`config.mk`:
```
export PLATFORM = sky130hd
export DESIGN_NAME = mmt_out_serializer
export DESIGN_NICKNAME = d
export VERILOG_FILES = /design/src/rtl/mmt_ser_pkg.sv /design/src/rtl/mmt_ser_fifo.sv /design/src/rtl/mmt_out_serializer.sv
export SDC_FILE = /design/constraint.sdc
export NUM_CORES = 1
export LEC_CHECK = 0
export BUFFER_PORTS_ARGS = -buffer_cell sky130_fd_sc_hd__clkbuf_2
export CAP_MARGIN = 20
export CORE_ASPECT_RATIO = 0.7
export CORE_MARGIN = 2
export CORE_UTILIZATION = 30
export CTS_CLUSTER_DIAMETER = 100
export DETAILED_ROUTE_END_ITERATION = 10
export PLACE_DENSITY = 0.42
export SYNTH_ARGS = -nofsm -noshare
export SYNTH_HDL_FRONTEND = slang
export SYNTH_SLANG_ARGS = --single-unit
```
`constraint.sdc`:
```
create_clock -name clk -period 10.5 [get_ports clk]
set_input_delay 2.625 -clock clk [delete_from_list [all_inputs] [get_ports clk]]
set_output_delay 2.625 -clock clk [all_outputs]
set_load 0.05 [all_outputs]
```
`src/rtl/mmt_ser_pkg.sv`:
```
// Shared types and constants for the matrix-multiply output serializer.
// Optional CRC trailer is enabled by defining MMT_SER_CRC_EN.
package mmt_ser_pkg;

    localparam int WORD_W         = 50;
    localparam int BYTES_PER_WORD = 7;
    localparam int CNT_W          = 8;
    localparam int SHIFT_W        = BYTES_PER_WORD * 8;
    localparam logic [7:0] CRC_POLY = 8'h07;

    typedef struct packed {
        logic [WORD_W-1:0] data;
        logic              last;
        logic [CNT_W-1:0]  count;
    } fifo_entry_t;

    localparam int ENTRY_W = $bits(fifo_entry_t);

    typedef enum logic [1:0] {
        ST_IDLE = 2'd0,
        ST_DATA = 2'd1,
        ST_CNT  = 2'd2,
        ST_CRC  = 2'd3
    } ser_state_t;

    // One byte of CRC-8, MSB-first, no reflection.
    function automatic logic [7:0] crc8_update(input logic [7:0] crc, input logic [7:0] data);
        logic [7:0] c;
        c = crc ^ data;
        for (int i = 0; i < 8; i++) begin
            c = c[7] ? ({c[6:0], 1'b0} ^ CRC_POLY) : {c[6:0], 1'b0};
        end
        return c;
    endfunction

endpackage

```
`src/rtl/mmt_ser_fifo.sv`:
```
// Synchronous word FIFO with full/empty/level; a push while full only lands
// when a pop happens in the same cycle.
module mmt_ser_fifo #(
    parameter int DEPTH = 16,
    parameter int W     = 59
) (
    input  logic                     clk,
    input  logic                     rst,
    input  logic                     push,
    input  logic [W-1:0]             wdata,
    input  logic                     pop,
    output logic [W-1:0]             rdata,
    output logic                     full,
    output logic                     empty,
    output logic [$clog2(DEPTH):0]   level
);

    localparam int AW = $clog2(DEPTH);

    logic [W-1:0]  mem_q [DEPTH];
    logic [AW-1:0] wr_ptr_q, wr_ptr_d;
    logic [AW-1:0] rd_ptr_q, rd_ptr_d;
    logic [AW:0]   level_q, level_d;
    logic          do_push, do_pop;

    assign full    = (level_q == (AW+1)'(DEPTH));
    assign empty   = (level_q == '0);
    assign level   = level_q;
    assign rdata   = mem_q[rd_ptr_q];
    assign do_pop  = pop && !empty;
    assign do_push = push && (!full || do_pop);

    always_comb begin
        wr_ptr_d = wr_ptr_q;
        rd_ptr_d = rd_ptr_q;
        level_d  = level_q;
        if (do_push) wr_ptr_d = wr_ptr_q + 1'b1;
        if (do_pop)  rd_ptr_d = rd_ptr_q + 1'b1;
        if (do_push && !do_pop)      level_d = level_q + 1'b1;
        else if (!do_push && do_pop) level_d = level_q - 1'b1;
    end

    always_ff @(posedge clk or posedge rst) begin
        if (rst) begin
            wr_ptr_q <= '0;
            rd_ptr_q <= '0;
            level_q  <= '0;
        end else begin
            wr_ptr_q <= wr_ptr_d;
            rd_ptr_q <= rd_ptr_d;
            level_q  <= level_d;
        end
    end

    // Storage needs no reset: level/pointers gate every read.
    always_ff @(posedge clk) begin
        if (do_push) mem_q[wr_ptr_q] <= wdata;
    end

endmodule

```
`src/rtl/mmt_out_serializer.sv`:
```
// Captures non-stallable result bursts, buffers them and emits framed bytes
// (7 data bytes per word, count trailer, CRC byte when MMT_SER_CRC_EN is defined).
module mmt_out_serializer
    import mmt_ser_pkg::*;
#(
    parameter int DEPTH = 16
) (
    input  logic                   clk,
    input  logic                   rst,
    input  logic                   out_valid,
    input  logic [49:0]            out_value,
    input  logic                   tx_ready,
    output logic                   tx_valid,
    output logic [7:0]             tx_data,
    output logic                   tx_last,
    output logic                   ovf,
    output logic [$clog2(DEPTH):0] fifo_level
);

    logic [WORD_W-1:0]  hold_q, hold_d;
    logic               hold_v_q, hold_v_d;
    logic [CNT_W-1:0]   cnt_q, cnt_d;
    logic               ovf_q, ovf_d;
    ser_state_t         state_q, state_d;
    logic [SHIFT_W-1:0] sh_q, sh_d;
    logic [2:0]         idx_q, idx_d;
    logic               last_q, last_d;
    logic [CNT_W-1:0]   count_q, count_d;

    logic               push, pop, fifo_full, fifo_empty, hs;
    fifo_entry_t        push_entry, rd_entry;
    logic [ENTRY_W-1:0] fifo_rdata;

    mmt_ser_fifo #(.DEPTH(DEPTH), .W(ENTRY_W)) u_fifo (
        .clk   (clk),
        .rst   (rst),
        .push  (push),
        .wdata (push_entry),
        .pop   (pop),
        .rdata (fifo_rdata),
        .full  (fifo_full),
        .empty (fifo_empty),
        .level (fifo_level)
    );

    assign rd_entry = fifo_entry_t'(fifo_rdata);
    assign tx_valid = (state_q != ST_IDLE);
    assign hs       = tx_valid && tx_ready;
    assign ovf      = ovf_q;

    // Hold stage delays each word by one cycle so the frame's final word is
    // known when out_valid drops.
    always_comb begin
        hold_d     = hold_q;
        hold_v_d   = hold_v_q;
        cnt_d      = cnt_q;
        push       = 1'b0;
        push_entry = '0;
        if (out_valid) begin
            hold_d   = out_value;
            hold_v_d = 1'b1;
            if (cnt_q != {CNT_W{1'b1}}) cnt_d = cnt_q + 8'd1;
            if (hold_v_q) begin
                push            = 1'b1;
                push_entry.data = hold_q;
            end
        end else if (hold_v_q) begin
            push             = 1'b1;
            push_entry.data  = hold_q;
            push_entry.last  = 1'b1;
            push_entry.count = cnt_q;
            hold_v_d         = 1'b0;
            cnt_d            = '0;
        end
        ovf_d = ovf_q | (push && fifo_full && !pop);
    end

    always_comb begin
        state_d = state_q;
        sh_d    = sh_q;
        idx_d   = idx_q;
        last_d  = last_q;
        count_d = count_q;
        pop     = 1'b0;
        case (state_q)
            ST_IDLE: begin
                if (!fifo_empty) begin
                    pop     = 1'b1;
                    sh_d    = {6'b0, rd_entry.data};
                    idx_d   = '0;
                    last_d  = rd_entry.last;
                    count_d = rd_entry.count;
                    state_d = ST_DATA;
                end
            end
            ST_DATA: begin
                if (hs) begin
                    if (idx_q == 3'd6) begin
                        if (last_q) begin
                            state_d = ST_CNT;
                        end else if (!fifo_empty) begin
                            // Back-to-back entry of the same frame: no IDLE bubble.
                            pop     = 1'b1;
                            sh_d    = {6'b0, rd_entry.data};
                            idx_d   = '0;
                            last_d  = rd_entry.last;
                            count_d = rd_entry.count;
                        end else begin
                            state_d = ST_IDLE;
                        end
                    end else begin
                        sh_d  = sh_q >> 8;
                        idx_d = idx_q + 3'd1;
                    end
                end
            end
            ST_CNT: begin
`ifdef MMT_SER_CRC_EN
                if (hs) state_d = ST_CRC;
`else
                if (hs) state_d = ST_IDLE;
`endif
            end
            default: begin
                if (hs) state_d = ST_IDLE;
            end
        endcase
    end

`ifdef MMT_SER_CRC_EN
    logic [7:0] crc_q, crc_d;

    always_comb begin
        crc_d = crc_q;
        if (hs && (state_q == ST_DATA || state_q == ST_CNT)) crc_d = crc8_update(crc_q, tx_data);
        else if (hs && state_q == ST_CRC)                   crc_d = '0;
    end

    always_ff @(posedge clk or posedge rst) begin
        if (rst) crc_q <= '0;
        else     crc_q <= crc_d;
    end

    assign tx_last = (state_q == ST_CRC);
`else
    assign tx_last = (state_q == ST_CNT);
`endif

    always_comb begin
        tx_data = 8'h00;
        case (state_q)
            ST_DATA: tx_data = sh_q[7:0];
            ST_CNT:  tx_data = count_q;
`ifdef MMT_SER_CRC_EN
            ST_CRC:  tx_data = crc_q;
`endif
            default: tx_data = 8'h00;
        endcase
    end

    always_ff @(posedge clk or posedge rst) begin
        if (rst) begin
            hold_q   <= '0;
            hold_v_q <= 1'b0;
            cnt_q    <= '0;
            ovf_q    <= 1'b0;
            state_q  <= ST_IDLE;
            sh_q     <= '0;
            idx_q    <= '0;
            last_q   <= 1'b0;
            count_q  <= '0;
        end else begin
            hold_q   <= hold_d;
            hold_v_q <= hold_v_d;
            cnt_q    <= cnt_d;
            ovf_q    <= ovf_d;
            state_q  <= state_d;
            sh_q     <= sh_d;
            idx_q    <= idx_d;
            last_q   <= last_d;
            count_q  <= count_d;
        end
    end

endmodule

```
==> results.yml, run 1 <==
status:
  status: "completed"
route:
  routed_wl_um: 110000
  wl_per_cell_um: 25.8
  vias: 21100
  ant_nets: 0
  drt-pass1-iter-count: 7
  first_iter_violations: 1684
  avgViaCountPerCell: 4.93
  route.detailed.drc: 0
synthesis:
  synth_area_leader_cell: "edfxtp_1"
  synth.most_common_cell: "edfxtp_1"
  synth_commonest_cells: "edfxtp_1 (944), mux4_2 (187), dfrtp_1 (143), nor2_1 (106), mux2_2 (102)"
  synth_edf_count: 944
  synth-main-ff-cell: "edfxtp_1"
  netlist.area_leader.share_pct: 66.7
  ys_seq_area_share_pct: 75.1
  ys.warnings.count: 0
  ys_top_cells_by_area: "edfxtp_1 (67%), mux4_2 (9.9%), dfrtp_1 (8.4%)"
  synthesis.nets: 2278
  syn_avg_cell_area_sq_um: 19.2
  syn_area_sq_mm: 0.0425
  syn_inst: 2208
  ys_async_sr_fraction_pct: 13.2
  synth.ff_latch_count: 1087
  synth_cell_types: 51
power:
  power_mw: 13.5
  ir_drop_v: 0.000182
  comb_power_share_pct: 27.7
  switching_power_mw: 4.31
  seq_power_share_pct: 42.1
  clkPwrFrac_pct: 30.1
  internal_power_mw: 9.17
  p_leak_nw: 16.3
  p_sw_share_pct: 32.0
  power_density_mw_per_mm2: 276
worst_setup_path:
  critPathLaunch: "state_q[1]$_DFFE_PP0P_"
  arrival_ns: 2.76
  slowest_stage: "ha_1"
  crit_path_max_incr_delay_ns: 0.67
  crit_type: "flop to primary output"
  critPathTopFamily: "adder cells"
  end_kind: "primary output"
  critPathMaxFanout: 14
  cp-start-kind: "flop"
  r2r-start: "u_fifo.level[0]$_DFFE_PP0P_"
  worst_ep_required_time_ns: 7.88
  path_buf_inv: 2
  path_cells: "inv_1 > ha_1 > a22oi_1 > nor2b_1 > clkbuf_2"
placement:
  dp_hpwl_um: 59900
  gp_congestion: 0.731
  pre_cts_slack_ns: 5.15
  buffer_ports.inserted: 69
  place_inst: 4067
sta:
  max_freq_ghz: 0.186
  slew-limit-headroom_pct: 32.7
  drv_slew: 0
  worstMarginPinSlew_ns: 1.01
  setup_tns_ns: 0
  rsz0062_at_grt: "no"
  hold_violations: 0
  fin_ws_ns: 5.11
  skew_ns: 0.0247
  period_share_pct: 51.3
  fin_crit_ns: 5.39
  setup_viol: 0
global_route:
  grt_pass1_vias: 22400
  grt_pass1_wl_um: 160000
  gr-usage-all-layers_pct: 15.3
  grt_start_max_net_pins: 93
  grt_antenna_before_repair: 5
  overflow: 0
min_path:
  hp-class: "flop to flop"
  timing.hold.worst.start: "count_q[1]$_DFFE_PP0P_"
flow_run:
  maxCapViolCount: 0
floorplanning:
  die-area_sq_mm: 0.145
  num_rows: 115
  die_w_um: 454
  start_util_pct: 30.2
  die_height_um: 319
  core_sq_mm: 0.141
  ioPinCount: 70
cells_and_area:
  nNetsFinal: 2379
  final_util_pct: 34.7
  stdcell_count: 4278
  synthToLayoutAreaGrowth_pct: 14.8
  drive_above_1_share_pct: 25.4
clocking:
  insertion_delay_ns: 0.72
  ctsLongestPathBuffers: 3
  cts_root_buffer: "clkbuf_16"
  post_cts_resized: 0
  postCtsHoldBufs: 0
  clock-sinks: 1087
  htreeDepth: 3
  cts_buffers: 110
  cts_setup_buffers: 0
  clk_pin_slew_ns: 0.06
  cts_tree: "built"
[layer usage]
| layer | track usage (%) | part of all wire, % | routed length [um] | vias up |
|---|---|---|---|---|
| met5 | 0 | 0.0063 | 7 | - |
| met1 | 22.7 | 49 | 53900 | 11500 |
| li1 | - | - | - | 9067 |
| met4 | 3.05 | 1.7 | 1920 | 2 |
| met3 | 2.80 | 4.2 | 4660 | 145 |
| met2 | 23.4 | 45 | 49800 | 440 |
[cell type report]
class / instances / area (sq um)
repair buffers: 116 / 753
multi-input cells: 981 / 9940
fillers: 13100 / 91800
inverters: 13 / 56.3
flip-flops and latches: 1087 / 31900
diodes: 2 / 5.00
clock inverters: 70 / 747
clock buffers: 137 / 2990
well taps: 1872 / 2340
[final timing paths]
| check | endpoint | slack, ns | cells after the start |
|---|---|---|---|
| setup / recovery | tx_data[0] | 5.11 | 5 |
| hold / removal | count_q[1]$_DFFE_PP0P_ | 0.49 | 1 |
| setup reg to reg | u_fifo.level[4]$_DFFE_PP0P_ | 6.47 | 12 |
| hold reg to reg | count_q[1]$_DFFE_PP0P_ | 0.49 | 1 |
| max in group asynchronous | u_fifo.rd_ptr_q[1]$_DFFE_PP0P_ | 6.89 | 3 |
| min in group asynchronous | hold_q[21]$_DFFE_PP0P_ | 2.07 | 2 |
[through the flow]
stage	cell area [sq um]	hold slack, ns
after detailed placement	45000	0.468
after CTS	48700	0.493
after floorplan	42500	0.450
after global routing	48800	0.508
final	48800	0.490
after global placement	45000	0.465
[sequential cells by signal, summed over array words and instances (netlist names)]
signal           cells
u_fifo.mem_q       944
ovf                  1
state_q              2
hold_q              50
u_fifo.wr_ptr_q      4
sh_q                56
u_fifo.level         5
idx_q                3
hold_v_q             1
count_q              8
u_fifo.rd_ptr_q      4
cnt_q                8
last_q               1
[power groups by stage]
stage | Sequential, mW | Combinational [mW] | Clock, mW
global route | 5.73 | 4.06 | 4.34
detailed placement | 5.78 | 3.81 | 0
CTS | 5.69 | 3.83 | 4.18
floorplan | 5.56 | 2.79 | 0
finish | 5.68 | 3.74 | 4.06
global placement | 5.76 | 3.80 | 0
[cells in the final DEF, fill, tap and decap left out, types with 5 or more instances in the layout]
cell	n
clkinv_2	26
clkinv_1	15
buf_4	45
and3_1	9
dfrtp_1	138
o22a_1	47
xnor2_1	10
clkbuf_1	16
mux2i_1	101
nand2_1	61
clkinvlp_4	7
inv_1	11
nor2_1	106
nor2b_1	13
nand3_1	51
and2_1	57
ha_1	15
and2_4	8
a21o_1	11
clkbuf_8	9
a22oi_1	24
o22ai_1	49
mux4_2	187
xor2_1	5
edfxtp_1	944
bufinv_16	14
a21oi_1	68
mux2_2	102
clkbuf_2	68
clkbuf_16	112
o21ai_0	12
[worst register-to-register path, stage by stage, from the launching register on]
cell and delay (ns):
dfrtp_1 0.46, nor4_2 0.67, nor2b_1 0.72, nor2_1 0.27, inv_1 0.15, ha_1 0.29, inv_1 0.15, fa_1 0.43
a21o_1 0.18, a21oi_1 0.21, xnor2_1 0.15, nor2_1 0.07, xor2_1 0.15
[logic make-up (layout without fill, tap and decap cells)]
logic type      count (synthesis)  after routing  synth area share, %
flops                        1087           1087                 75.1
buf+inv                       140            336                 1.70
fa+ha+maj                      16             16                0.489
xor+xnor                       15             15                0.309
mux                           390            390                 15.0
simple gates                  333            333                 3.85
compound gates                227            227                 3.55
other cells                     0              2                    0
No activity file was read; power rests on OpenSTA's default activity.
==> run 2, diff against run 1 <==
==> constraint.sdc (replaced) <==
create_clock -name clk -period 5.6 [get_ports clk]
set_input_delay 1.4 -clock clk [delete_from_list [all_inputs] [get_ports clk]]
set_output_delay 1.4 -clock clk [all_outputs]
set_load 0.05 [all_outputs]
==> run 2 against run 1 <==
Clock skew shrank 0.0066 ns. Global-route usage shrank 0.34 points. Power grew 86%. Register-to-register slack lost 4.6 ns. Clock power grew 84%. Routed wire length shrank 2.3%. Utilization is essentially flat. Critical path depth is the same. Critical path type unchanged. Critical endpoint is now tx_data[2]. Largest cell class unchanged.
==> results.yml, run 2 (same netlist as run 1, synthesis figures left out) <==
status:
  status: "completed"
sta:
  rsz0062_at_grt: "no"
  skew_ns: 0.0180
  holdWs_ns: 0.490
  setup_viol: 0
  worstMarginPinSlew_ns: 0.913
  period_share_pct: 71.4
  fin_crit_ns: 4.00
  hold_violations: 0
  max_freq_ghz: 0.250
  drv_slew: 0
  slew-limit-headroom_pct: 39.2
power:
  internal_power_mw: 17.1
  p_sw_share_pct: 32.0
  power_density_mw_per_mm2: 514
  comb_power_share_pct: 27.9
  p_leak_nw: 16.3
  clkPwrFrac_pct: 29.8
  switching_power_mw: 8.02
  seq_power_share_pct: 42.2
  ir_drop_v: 0.000341
  power_mw: 25.1
worst_setup_path:
  crit_path_max_incr_delay_ns: 0.63
  slowest_stage: "ha_1"
  path_cells: "inv_1 > ha_1 > a22oi_1 > nor2b_1 > clkbuf_2"
  end_kind: "primary output"
  arrival_ns: 2.60
  critPathMaxFanout: 14
  worst_ep_required_time_ns: 4.20
  cp-start-kind: "flop"
  crit_type: "flop to primary output"
clocking:
  clk_pin_slew_ns: 0.06
  cts_tree: "built"
  ctsLongestPathBuffers: 3
  cts_setup_buffers: 0
  insertion_delay_ns: 0.73
  post_cts_resized: 0
  htreeDepth: 3
  postCtsHoldBufs: 0
  cts_buffers: 109
  cts_root_buffer: "clkbuf_16"
  clock-sinks: 1087
floorplanning:
  die_height_um: 319
  core_sq_mm: 0.141
  ioPinCount: 70
  num_rows: 115
  die-area_sq_mm: 0.145
  die_w_um: 454
  start_util_pct: 30.2
cells_and_area:
  synthToLayoutAreaGrowth_pct: 14.8
  layout_common_cells: "edfxtp_1 (944), mux4_2 (187), dfrtp_1 (138), clkbuf_16 (109), nor2_1 (106)"
  top_register: "u_fifo.mem_q"
  final_util_pct: 34.7
  final_common_cell: "edfxtp_1"
  drive_above_1_share_pct: 25.1
  fillers: 13200
  nNetsFinal: 2386
  stdcell_count: 4286
  reg_top3: "u_fifo.mem_q: 944 flops, sh_q: 56 flops, hold_q: 50 flops"
  largest_reg_flops: 944
placement:
  buffer_ports.inserted: 69
  gp_congestion: 0.741
  place_inst: 4077
  dp_hpwl_um: 61000
route:
  avgViaCountPerCell: 4.86
  drt-pass1-iter-count: 5
  ant_nets: 0
  routed_wl_um: 108000
  route.detailed.drc: 0
  vias: 20800
  first_iter_violations: 1537
  wl_per_cell_um: 25.2
flow_run:
  maxCapViolCount: 0
min_path:
  hp-class: "flop to flop"
global_route:
  overflow: 0
  grt_start_max_net_pins: 104
  gr-usage-all-layers_pct: 14.9
  grt_pass1_wl_um: 158000
  grt_pass1_vias: 22200
  grt_antenna_before_repair: 3
## run 2: cell count changes in the layout (fill, tap and decap cells not counted), sizes merged
cell and change:
buf +8, bufinv -2, clkbuf +1, clkinv +2, clkinvlp -3, inv +2
## run 2: stage by stage
stage               cell area [sq um]  setup TNS [ns]  worst slack (ns)
floorplan                       42500         -672.74             -2.86
global placement                45100               0              1.80
detailed placement              45100               0              1.76
CTS                             48800               0              1.52
global route                    48800               0              1.42
finish                          48800               0              1.60
## run 2: area by class of cell
cell class | instances | area [sq um] | area share (%)
Inverter | 13 | 56.3 | 0.115
Sequential cell | 1087 | 31900 | 65.5
Multi-Input combinational cell | 981 | 9960 | 20.4
Clock buffer | 138 | 2930 | 6.00
Timing Repair Buffer | 124 | 836 | 1.71
Antenna cell | 2 | 5.00 | 0.0103
Clock inverter | 69 | 727 | 1.49
Tap cell | 1872 | 2340 | 4.80
## run 2: power by group through the flow
| stage | Clock [mW] | Sequential (mW) | Combinational (mW) |
|---|---|---|---|
| 4_1_cts | 7.72 | 10.6 | 7.24 |
| 6_report | 7.48 | 10.6 | 7.01 |
| 3_5_place_dp | 0 | 10.8 | 7.21 |
| 5_1_grt | 8.00 | 10.7 | 7.66 |
| 2_1_floorplan | 0 | 10.4 | 5.24 |
| 3_3_place_gp | 0 | 10.8 | 7.17 |
## run 2: metal layers
layer,vias up,share of wire [%],global-route usage (%)
met4,0,2.1,3.68
li1,9065,-,-
met3,147,3.6,2.26
met5,-,0,0
met1,11300,47,21.5
met2,376,47,23.6
## run 2: worst paths after layout
check                           depth (start not counted)              startpoint  slack (ns)                            end
worst max-delay path                                    5  state_q[1]$_DFFE_PP0P_        1.60                     tx_data[2]
worst min-delay path                                    1  count_q[6]$_DFFE_PP0P_        0.49         count_q[6]$_DFFE_PP0P_
worst max register to register                         10  state_q[1]$_DFFE_PP0P_        1.89  u_fifo.mem_q[7][33]$_DFFE_PP_
worst min register to register                          1  count_q[6]$_DFFE_PP0P_        0.49         count_q[6]$_DFFE_PP0P_
max in group asynchronous                               3                     rst        3.65           sh_q[14]$_DFFE_PP0P_
min in group asynchronous                               2                     rst        0.74         hold_q[20]$_DFFE_PP0P_
## run 2: worst max-delay path: cells and delay by family (launching register included)
family | cells | cell delay (ns)
simple gates | 1 | 0.19
compound gates | 1 | 0.26
flops | 1 | 0.40
fa+ha+maj | 1 | 0.63
buf+inv | 2 | 0.39
==> run 3, diff against run 2 <==
==> constraint.sdc (replaced) <==
create_clock -name clk -period 3.8 [get_ports clk]
set_input_delay 0.95 -clock clk [delete_from_list [all_inputs] [get_ports clk]]
set_output_delay 0.95 -clock clk [all_outputs]
set_load 0.05 [all_outputs]
==> run 3 against run 2 <==
Utilization up 0.30 points. Global-route usage up 0.33 points. Setup slack worse by 1.2 ns. Design area up 0.86%. Critical path type unchanged. Critical endpoint is now tx_data[0]. Largest power group unchanged.
==> results.yml, run 3 (same netlist as run 1, synthesis figures left out) <==
worst_setup_path:
  path_cells: "inv_1 > ha_1 > a22oi_1 > nor2b_1 > clkbuf_2"
  worst_ep_required_time_ns: 2.85
  end_kind: "primary output"
  arrival_ns: 2.45
  cp-start-kind: "flop"
  path_buf_inv: 2
  crit_type: "flop to primary output"
  critPathTopFamily: "adder cells"
  slowest_stage: "ha_1"
  critPathMaxFanout: 9
  crit_path_max_incr_delay_ns: 0.51
sta:
  hold_violations: 0
  worstMarginPinSlew_ns: 0.877
  holdWs_ns: 0.349
  setup_viol: 0
  period_share_pct: 89.5
  drv_slew: 0
  rsz0062_at_grt: "no"
  fin_crit_ns: 3.40
  slew-limit-headroom_pct: 41.5
  skew_ns: 0.0346
  max_freq_ghz: 0.294
cells_and_area:
  nNetsFinal: 2409
  top_register: "u_fifo.mem_q"
  layout_common_cells: "edfxtp_1 (944), mux4_2 (187), dfrtp_1 (138), clkbuf_16 (108), nor2_1 (106)"
  reg_top3: "u_fifo.mem_q: 944 flops, sh_q: 56 flops, hold_q: 50 flops"
  synthToLayoutAreaGrowth_pct: 15.8
  final_common_cell: "edfxtp_1"
  largest_reg_flops: 944
  drive_above_1_share_pct: 25.4
min_path:
  hp-class: "primary input to async pin"
floorplanning:
  die_w_um: 454
  core_sq_mm: 0.141
  start_util_pct: 30.2
  die-area_sq_mm: 0.145
  ioPinCount: 70
  num_rows: 115
  die_height_um: 319
clocking:
  cts_setup_buffers: 0
  cts_buffers: 108
  insertion_delay_ns: 0.73
  clock-sinks: 1087
  ctsLongestPathBuffers: 3
  post_cts_resized: 0
  cts_tree: "built"
  postCtsHoldBufs: 0
  clk_pin_slew_ns: 0.07
  cts_root_buffer: "clkbuf_16"
  htreeDepth: 3
global_route:
  gr-usage-all-layers_pct: 15.3
  overflow: 0
  grt_pass1_wl_um: 161000
  grt_start_max_net_pins: 80
  grt_antenna_before_repair: 2
  grt_pass1_vias: 22400
route:
  avgViaCountPerCell: 4.88
  routed_wl_um: 110000
  ant_nets: 0
  wl_per_cell_um: 25.5
  vias: 21000
  drt-pass1-iter-count: 7
  route.detailed.drc: 0
  first_iter_violations: 1672
power:
  power_mw: 37.2
  power_density_mw_per_mm2: 755
  ir_drop_v: 0.000467
  p_leak_nw: 16.5
placement:
  gp_congestion: 0.752
  dp_hpwl_um: 63700
  buffer_ports.inserted: 69
status:
  status: "completed"
flow_run:
  maxCapViolCount: 0
## run 3: changes by cell type in the layout (fill, tap and decap cells not counted), moves of 2 or more
cell      previous run  this run
nor4b_4              0         4
clkinv_4             4         0
clkinv_1            23        30
inv_8                2         0
clkbuf_8             9         2
nor4b_2              4         0
clkbuf_1            20        22
buf_12               6        32
inv_16               2         0
buf_4               50        48
## run 3: final timing paths
path	start	to	slack, ns	cells after the start
worst max-delay path	state_q[0]$_DFFE_PP0P_	tx_data[0]	0.40	5
worst min-delay path	rst	sh_q[51]$_DFFE_PP0P_	0.35	2
worst max register to register	idx_q[0]$_DFFE_PP0P_	u_fifo.level[4]$_DFFE_PP0P_	0.91	15
worst min register to register	count_q[4]$_DFFE_PP0P_	count_q[4]$_DFFE_PP0P_	0.48	1
max in group asynchronous	rst	hold_v_q$_DFF_PP0_	2.64	3
min in group clk	out_value[21]	hold_q[21]$_DFFE_PP0P_	0.45	2
## run 3: report_power, final
part	total (mW)	internal [mW]	switching, mW
logic	10.8	4.53	6.29
clock network	10.8	6.15	4.67
registers	15.5	14.6	0.935
## run 3: per-stage QoR
step	utilization [%]	TNS [ns]	setup WS [ns]	area [sq um]	cells
2_1_floorplan	-	-302.99	-1.30	42600	2208
3_3_place_gp	32.5	0	0.620	45700	4101
3_5_place_dp	32.5	0	0.719	45700	4101
4_1_cts	35.0	0	0.312	49200	4304
5_1_grt	35.0	0	0.209	49200	4305
6_report	35.0	0	0.399	49200	4306
## run 3: cell type report
type | instances | area (sq um)
Fill cell | 13100 | 91400
Clock inverter | 71 | 724
Inverter | 13 | 52.6
Tap cell | 1872 | 2340
Clock buffer | 132 | 2810
Antenna cell | 2 | 5.00
Multi-Input combinational cell | 981 | 10000
Timing Repair Buffer | 148 | 1340
Sequential cell | 1087 | 31900
## run 3: layer usage
metal | routed length (um) | track usage [%] | vias to the layer above
li1 | - | - | 9110
met1 | 52000 | 22.2 | 11300
met2 | 50700 | 23.7 | 437
met3 | 5360 | 3.14 | 131
met4 | 1710 | 2.92 | 0
met5 | 0 | 0 | -
